$ cat src/rtl/fetch_unit_if.sv
// fetch_unit_if: bus bundle between the instruction fetch stage, instruction
// memory and the downstream instruction register.
//
// Signals (direction as seen from the fetch unit, i.e. the master modport):
//   mem_req_o      out  read request to instruction memory
//   mem_addr_o     out  word-aligned fetch address, valid while mem_req_o=1
//   mem_ack_i      in   memory completion, mem_data_i valid in same cycle
//   mem_data_i     in   instruction word returned by memory
//   branch_en_i    in   redirect request (single-cycle pulse)
//   branch_addr_i  in   redirect target, bits [1:0] ignored
//   instr_o        out  fetched instruction
//   pc_o           out  address of instr_o
//   valid_o        out  instr_o/pc_o hold a valid, unconsumed entry
//   ready_i        in   downstream accepts the entry on valid_o & ready_i
interface fetch_unit_if #(
    parameter int XLEN = 32
);
    logic            mem_req_o;
    logic [XLEN-1:0] mem_addr_o;
    logic            mem_ack_i;
    logic [XLEN-1:0] mem_data_i;
    logic            branch_en_i;
    logic [XLEN-1:0] branch_addr_i;
    logic [XLEN-1:0] instr_o;
    logic [XLEN-1:0] pc_o;
    logic            valid_o;
    logic            ready_i;

    // Fetch unit side
    modport master (
        output mem_req_o, mem_addr_o, instr_o, pc_o, valid_o,
        input  mem_ack_i, mem_data_i, branch_en_i, branch_addr_i, ready_i
    );

    // Environment side (memory, branch unit, instruction register)
    modport slave (
        input  mem_req_o, mem_addr_o, instr_o, pc_o, valid_o,
        output mem_ack_i, mem_data_i, branch_en_i, branch_addr_i, ready_i
    );
endinterface

$ cat src/rtl/fetch_unit.sv
// fetch_unit: RV32I instruction fetch stage.
//
// Owns the program counter, issues word reads to instruction memory over a
// req/ack handshake and presents each fetched instruction with its PC in a
// one-entry valid/ready output slot. A redirect may arrive at any time; any
// fetch that is in flight when it arrives is drained and its data dropped.
//
// Ports:
//   clk    in  system clock, all state updates on the rising edge
//   reset  in  synchronous, active-high reset
//   bus    fetch_unit_if.master (memory, redirect and output-slot signals)
//
// Parameters:
//   XLEN      data/address width
//   RESET_PC  PC loaded on reset, must be word aligned
module fetch_unit #(
    parameter int              XLEN     = 32,
    parameter logic [XLEN-1:0] RESET_PC = '0
) (
    input  logic         clk,
    input  logic         reset,
    fetch_unit_if.master bus
);

    typedef enum logic [1:0] {
        IDLE  = 2'd0,
        FETCH = 2'd1,
        DRAIN = 2'd2
    } state_t;

    localparam logic [XLEN-1:0] ALIGN_MASK = ~XLEN'(3);
    localparam logic [XLEN-1:0] PC_STEP    = XLEN'(4);

    state_t          state_q;
    logic [XLEN-1:0] pc_q;
    logic            req_active_q;
    logic [XLEN-1:0] req_addr_q;
    logic            valid_q;
    logic [XLEN-1:0] instr_q;
    logic [XLEN-1:0] pc_out_q;

    logic            slot_free;
    logic            consumed;
    logic            mem_req;
    logic [XLEN-1:0] mem_addr;
    logic            mem_fire;
    logic [XLEN-1:0] branch_target;

    // Request generation. The slot-free test only gates the start of a
    // request: once req_active_q is set the request stays up with its
    // address frozen in req_addr_q until the memory acks it. In DRAIN the
    // request is always the stale one, so it is held unconditionally.
    always_comb begin
        slot_free     = !valid_q || bus.ready_i;
        consumed      = valid_q && bus.ready_i;
        mem_req       = (state_q == DRAIN) ||
                        ((state_q == FETCH) && (req_active_q || slot_free));
        mem_addr      = req_active_q ? req_addr_q : pc_q;
        mem_fire      = mem_req && bus.mem_ack_i;
        branch_target = bus.branch_addr_i & ALIGN_MASK;
    end

    assign bus.mem_req_o  = mem_req;
    assign bus.mem_addr_o = mem_addr;
    assign bus.instr_o    = instr_q;
    assign bus.pc_o       = pc_out_q;
    assign bus.valid_o    = valid_q;

    // Fetch FSM and output slot. A redirect always wins over an ack in the
    // same cycle and empties the slot even if it is being consumed. A request
    // that is on the bus without an ack at redirect time cannot be withdrawn,
    // so the FSM parks in DRAIN until that ack arrives and throws it away.
    always_ff @(posedge clk) begin
        if (reset) begin
            state_q      <= IDLE;
            pc_q         <= RESET_PC;
            req_active_q <= 1'b0;
            req_addr_q   <= RESET_PC;
            valid_q      <= 1'b0;
            instr_q      <= '0;
            pc_out_q     <= '0;
        end else begin
            unique case (state_q)
                IDLE: begin
                    state_q <= FETCH;
                    if (bus.branch_en_i) begin
                        pc_q <= branch_target;
                    end
                end

                FETCH: begin
                    if (bus.branch_en_i) begin
                        pc_q    <= branch_target;
                        valid_q <= 1'b0;
                        if (mem_req && !bus.mem_ack_i) begin
                            state_q      <= DRAIN;
                            req_active_q <= 1'b1;
                            req_addr_q   <= mem_addr;
                        end else begin
                            req_active_q <= 1'b0;
                        end
                    end else if (mem_fire) begin
                        instr_q      <= bus.mem_data_i;
                        pc_out_q     <= pc_q;
                        valid_q      <= 1'b1;
                        pc_q         <= pc_q + PC_STEP;
                        req_active_q <= 1'b0;
                    end else begin
                        if (mem_req) begin
                            req_active_q <= 1'b1;
                            req_addr_q   <= mem_addr;
                        end
                        if (consumed) begin
                            valid_q <= 1'b0;
                        end
                    end
                end

                DRAIN: begin
                    if (bus.branch_en_i) begin
                        pc_q    <= branch_target;
                        valid_q <= 1'b0;
                    end else if (consumed) begin
                        valid_q <= 1'b0;
                    end
                    // The stale request completes; leave DRAIN even if a new
                    // redirect arrived this cycle, since nothing is left in
                    // flight to wait for.
                    if (bus.mem_ack_i) begin
                        state_q      <= FETCH;
                        req_active_q <= 1'b0;
                    end
                end

                default: begin
                    state_q <= IDLE;
                end
            endcase
        end
    end

endmodule

$ cat src/flat_wrapper.sv
// flat-port wrapper written by rule: the top's interface ports become plain ports
module fetch_unit_flat 
#(
    parameter int              XLEN     = 32,
    parameter logic [XLEN-1:0] RESET_PC = '0
)
  (clk, reset, bus_mem_req_o, bus_mem_addr_o, bus_instr_o, bus_pc_o, bus_valid_o, bus_mem_ack_i, bus_mem_data_i, bus_branch_en_i, bus_branch_addr_i, bus_ready_i);
  fetch_unit_if #(.XLEN(XLEN)) bus_i ();
  input  logic clk;
  input  logic reset;
  output wire logic [$bits(bus_i.mem_req_o)-1:0] bus_mem_req_o;
  output wire logic [$bits(bus_i.mem_addr_o)-1:0] bus_mem_addr_o;
  output wire logic [$bits(bus_i.instr_o)-1:0] bus_instr_o;
  output wire logic [$bits(bus_i.pc_o)-1:0] bus_pc_o;
  output wire logic [$bits(bus_i.valid_o)-1:0] bus_valid_o;
  input wire logic [$bits(bus_i.mem_ack_i)-1:0] bus_mem_ack_i;
  input wire logic [$bits(bus_i.mem_data_i)-1:0] bus_mem_data_i;
  input wire logic [$bits(bus_i.branch_en_i)-1:0] bus_branch_en_i;
  input wire logic [$bits(bus_i.branch_addr_i)-1:0] bus_branch_addr_i;
  input wire logic [$bits(bus_i.ready_i)-1:0] bus_ready_i;
  assign bus_mem_req_o = bus_i.mem_req_o;
  assign bus_mem_addr_o = bus_i.mem_addr_o;
  assign bus_instr_o = bus_i.instr_o;
  assign bus_pc_o = bus_i.pc_o;
  assign bus_valid_o = bus_i.valid_o;
  assign bus_i.mem_ack_i = bus_mem_ack_i;
  assign bus_i.mem_data_i = bus_mem_data_i;
  assign bus_i.branch_en_i = bus_branch_en_i;
  assign bus_i.branch_addr_i = bus_branch_addr_i;
  assign bus_i.ready_i = bus_ready_i;
  fetch_unit #(.XLEN(XLEN), .RESET_PC(RESET_PC)) u_core (.clk(clk), .reset(reset), .bus(bus_i));
endmodule
$ cat config.mk
export PLATFORM = sky130hd
export DESIGN_NAME = fetch_unit_flat
export DESIGN_NICKNAME = d
export VERILOG_FILES = /design/src/rtl/fetch_unit_if.sv /design/src/rtl/fetch_unit.sv /design/src/flat_wrapper.sv
export SDC_FILE = /design/constraint.sdc
export NUM_CORES = 1
export LEC_CHECK = 0
export ABC_AREA = 1
export BUFFER_PORTS_ARGS = -buffer_cell sky130_fd_sc_hd__buf_2
export CORE_MARGIN = 3
export CORE_UTILIZATION = 52
export CTS_BUF_LIST = sky130_fd_sc_hd__clkbuf_4 sky130_fd_sc_hd__clkbuf_8
export DETAILED_ROUTE_END_ITERATION = 10
export GPL_ROUTABILITY_DRIVEN = 0
export GPL_TIMING_DRIVEN = 0
export MAX_ROUTING_LAYER = met4
export PLACE_DENSITY = 0.75
export SETUP_SLACK_MARGIN = 0.5
export SYNTH_ARGS = -nofsm -noshare
export SYNTH_HDL_FRONTEND = slang
export SYNTH_SLANG_ARGS = --single-unit
$ cat constraint.sdc
create_clock -name clk -period 2.1 [get_ports clk]
set_input_delay 0 -clock clk [delete_from_list [all_inputs] [get_ports clk]]
set_output_delay 0 -clock clk [all_outputs]
set_load 0.05 [all_outputs]
==> metrics.md <==
| Metric | Value |
|---|---|
| Pwr per Cell Area | `842 nW/um^2` |
| Gate power share | `31.6%` |
| Seq/Total Area, Yosys | `41.3%` |
| Critical path's top delay family | `buffers and inverters` |
| Clk sinks | `128` |
| H-tree levels | `4` |
| DR WL/cell | `16.7 um` |
| First-pass GRT wire length | `33.8 mm` |
| Mux contribution to synthesized area | `0%` |
| Layout Nets | `1291` |
| Switch share | `36.6%` |
| Placed cell count | `1255` |
| Period utilisation layout | `79.4%` |
| Largest family of logic cells by synthesized area | `simple AND/OR/NAND/NOR gates` |
| Area Overhead vs Synth | `48.9%` |
| Critical path buffer and inverter count | `4` |
| Hold Startpoint | `bus_branch_addr_i[15]` |
| Area leader, netlist | `dfxtp_1` |
| GR peak layer | `met2` |
| Grt met2 use | `53.7%` |
| Largest net degree at the start of global routing | `17` |
| DRT Pass-1 Iters | `6` |
| Layout cells sized above 1 | `30.3%` |
| Most frequent cells in the layout | `227 x nand2_1, 140 x buf_2, 113 x inv_1` |
| Initial antenna violation count | `0` |
| Max Fclk | `600 MHz` |
| Biggest cell delay along the critical path | `370 ps` |
| Worst rel slew slack | `55.2%` |
| Net switching power | `2.85 mW` |
| Layout filler cell count | `805` |
| Number of diodes | `0` |
| WP data required | `2450 ps` |
| # Max-Cap Violations | `0` |
| Placed wire-length estimate | `14.8 mm` |
| Setup CP Type | `flop to flop` |
| Initial core utilization | `53.9%` |
| Synth Area in XOR/XNOR | `0.565%` |
| CP Data Arrival Time | `2020 ps` |
| Cells after synthesis | `949` |
| CP startpoint | `u_core.state_q[1]` |
| Vias in the first global route | `6932` |
| Area of the die | `13300 sq um` |
| Setup TNS | `0 ps` |
| FF/Latch Area | `2600 sq um` |
| CTS clk-pin slew, worst paths | `70 ps` |
| Skew final | `9.22 ps` |
| I/O pins | `167` |
| Leakage | `3.90 nW` |
| Sequential Power Share | `36.7%` |
| CP startpoint kind | `flop` |
| Most frequent CP cell | `inv_4` |
| Critical Path End Type | `flop` |
| Yosys cell types | `27` |
| Simple-gate area share of the yosys netlist | `25.7%` |
| Crit path cell chain | `inv_4 > ha_4 > inv_4 > nor2_4 > nand3_4 > buf_6 > buf_8 > o21ai_1 > a21oi_1` |
| Average size of a mapped cell | `6.54 sq um` |
| Vias | `7475` |
| FF-to-FF Start | `u_core.state_q[1]` |
| Endpoints failing setup | `0` |
| Worst-margin pin slew | `672 ps` |
| Final wirelength | `22.9 mm` |
| Hold Path Class | `primary input to flop` |
| Remaining Overflow, GRT | `0` |
| Max VDD drop | `0.603 mV` |
| Clk Latency, worst-skew pair | `470 ps` |
| Synth Area in Adders | `1.01%` |
| Yosys reg bits | `128` |
| Status | `finished clean` |
| Clock Power Share | `31.8%` |
| Crit-path max FO | `10` |
| Setup ws final | `433 ps` |
| Top cells by area, synth | `dfxtp_1 41%, nand2_1 14%, a21oi_1 10%` |
| Initial DRC count | `856` |
| Hold Violations, Final | `0` |
| Slowest-stage cell, CP | `dfxtp_4` |
| Clock tree buffer depth | `2` |
| Non-Filler Instances | `1371` |
| Buffers on Ports | `162` |
| Die W | `115 um` |
| Die H | `115 um` |
| CTS tree | `built` |
| Area of the multi-input gates | `3330 sq um` |
| Core area | `11500 sq um` |
| RSZ-0062 raised after global routing | `yes` |
| Root buffer selected by CTS | `clkbuf_8` |
| DRC viols | `0` |
| Post-Syn Area | `6200 sq um` |
| Vias per cell | `5.45` |
| CTS buffer count | `17` |
| Commonest non-fill, non-tap cell in the layout | `nand2_1` |
| Synth Area in Compound Gates | `20.3%` |
| Cell-internal power | `4.93 mW` |
| Routed Antenna Nets | `0` |
| Slew Viols, Final | `0` |
| Number of synthesis warnings | `0` |
| Global-route usage over all layers | `33.5%` |
| M1 GR Usage | `39.3%` |
| Minimum clock period | `1670 ps` |
| Overall power | `7.78 mW` |
| Post-synth top area share | `41.3%` |
| Pre-CTS WS | `156 ps` |
| Grt met3 use | `7.32%` |
| Reg2Reg Setup Slack | `430 ps` |
| Row count | `39` |
-- registers in the layout, summed over array words and instances (netlist names) --
register and flops:
u_core.pc_q 30, u_core.req_active_q 1, u_core.bus.instr_o 32, u_core.req_addr_q 32, u_core.bus.pc_o 30, u_core.bus.valid_o 1
u_core.state_q 2
-- metal layers --
metal | share of wire, % | vias to the layer above
li1 | - | 3579
met1 | 38 | 3352
met2 | 48 | 447
met3 | 9.6 | 97
met4 | 4.6 | 0
met5 | 0 | -
-- worst register-to-register path, stage by stage (launching register included) --
cell,delay [ps]
dfxtp_4,370
inv_4,80
ha_4,190
inv_4,50
nor2_4,130
nand3_4,210
buf_6,200
buf_8,130
o21ai_1,130
a21oi_1,70
-- cells by family after synthesis --
logic type / Yosys count
simple gates: 386
compound gates: 250
buf+inv: 175
flops: 128
fa+ha+maj: 5
xor+xnor: 4
other cells: 1
-- cell usage after synthesis, drive strengths merged --
library cell,n
nand2,239
o22ai,1
a21oi,125
and2,1
buf,19
xnor2,1
inv,125
or2,5
conb,1
ha,5
clkbuf,31
nand4,9
dfxtp,128
nand3,38
nor2,94
o21ai,121
xor2,3
a31oi,3
-- power groups by stage --
stage	clock network, mW	logic (mW)	registers (mW)
after floorplan	0	1.26	2.98
after global placement	0	1.92	2.85
after detailed placement	0	1.93	2.86
after CTS	2.47	2.23	2.82
after global routing	2.56	2.62	2.87
final	2.47	2.46	2.85
-- cell type report --
cell class              instances  area share, %
clock buffers                  20           2.91
clock inverters                10           2.00
plain buffers                  50           4.57
multi-input cells             647           36.0
repair buffers                248           19.2
flip-flops and latches        128           28.1
inverters                     125           5.22
well taps                     143           1.94
-- per-stage QoR --
stage	utilization [%]	hold slack, ps	area [sq um]
floorplan	-	184	6320
global placement	63.5	278	7310
detailed placement	63.5	285	7310
CTS	76.1	22.2	8760
global route	80.2	86.0	9240
finish	80.2	37.6	9240
-- path summary, 6_finish.rpt --
check,endpoint,cells after the start
setup / recovery,u_core.bus.pc_o[12],9
setup reg to reg,u_core.bus.pc_o[12],9
hold reg to reg,u_core.bus.pc_o[30],2
hold / removal,u_core.pc_q[15],6
-- repair_timing --
action	in CTS	in global routing
hold endpoints to repair	61	0
gates cloned	1	3
pin swaps	4	15
hold buffers	62	0
resized for setup	108	156
setup endpoints to repair	155	136
setup buffers	8	12
Note: power is estimated with default switching activity, not from simulation.
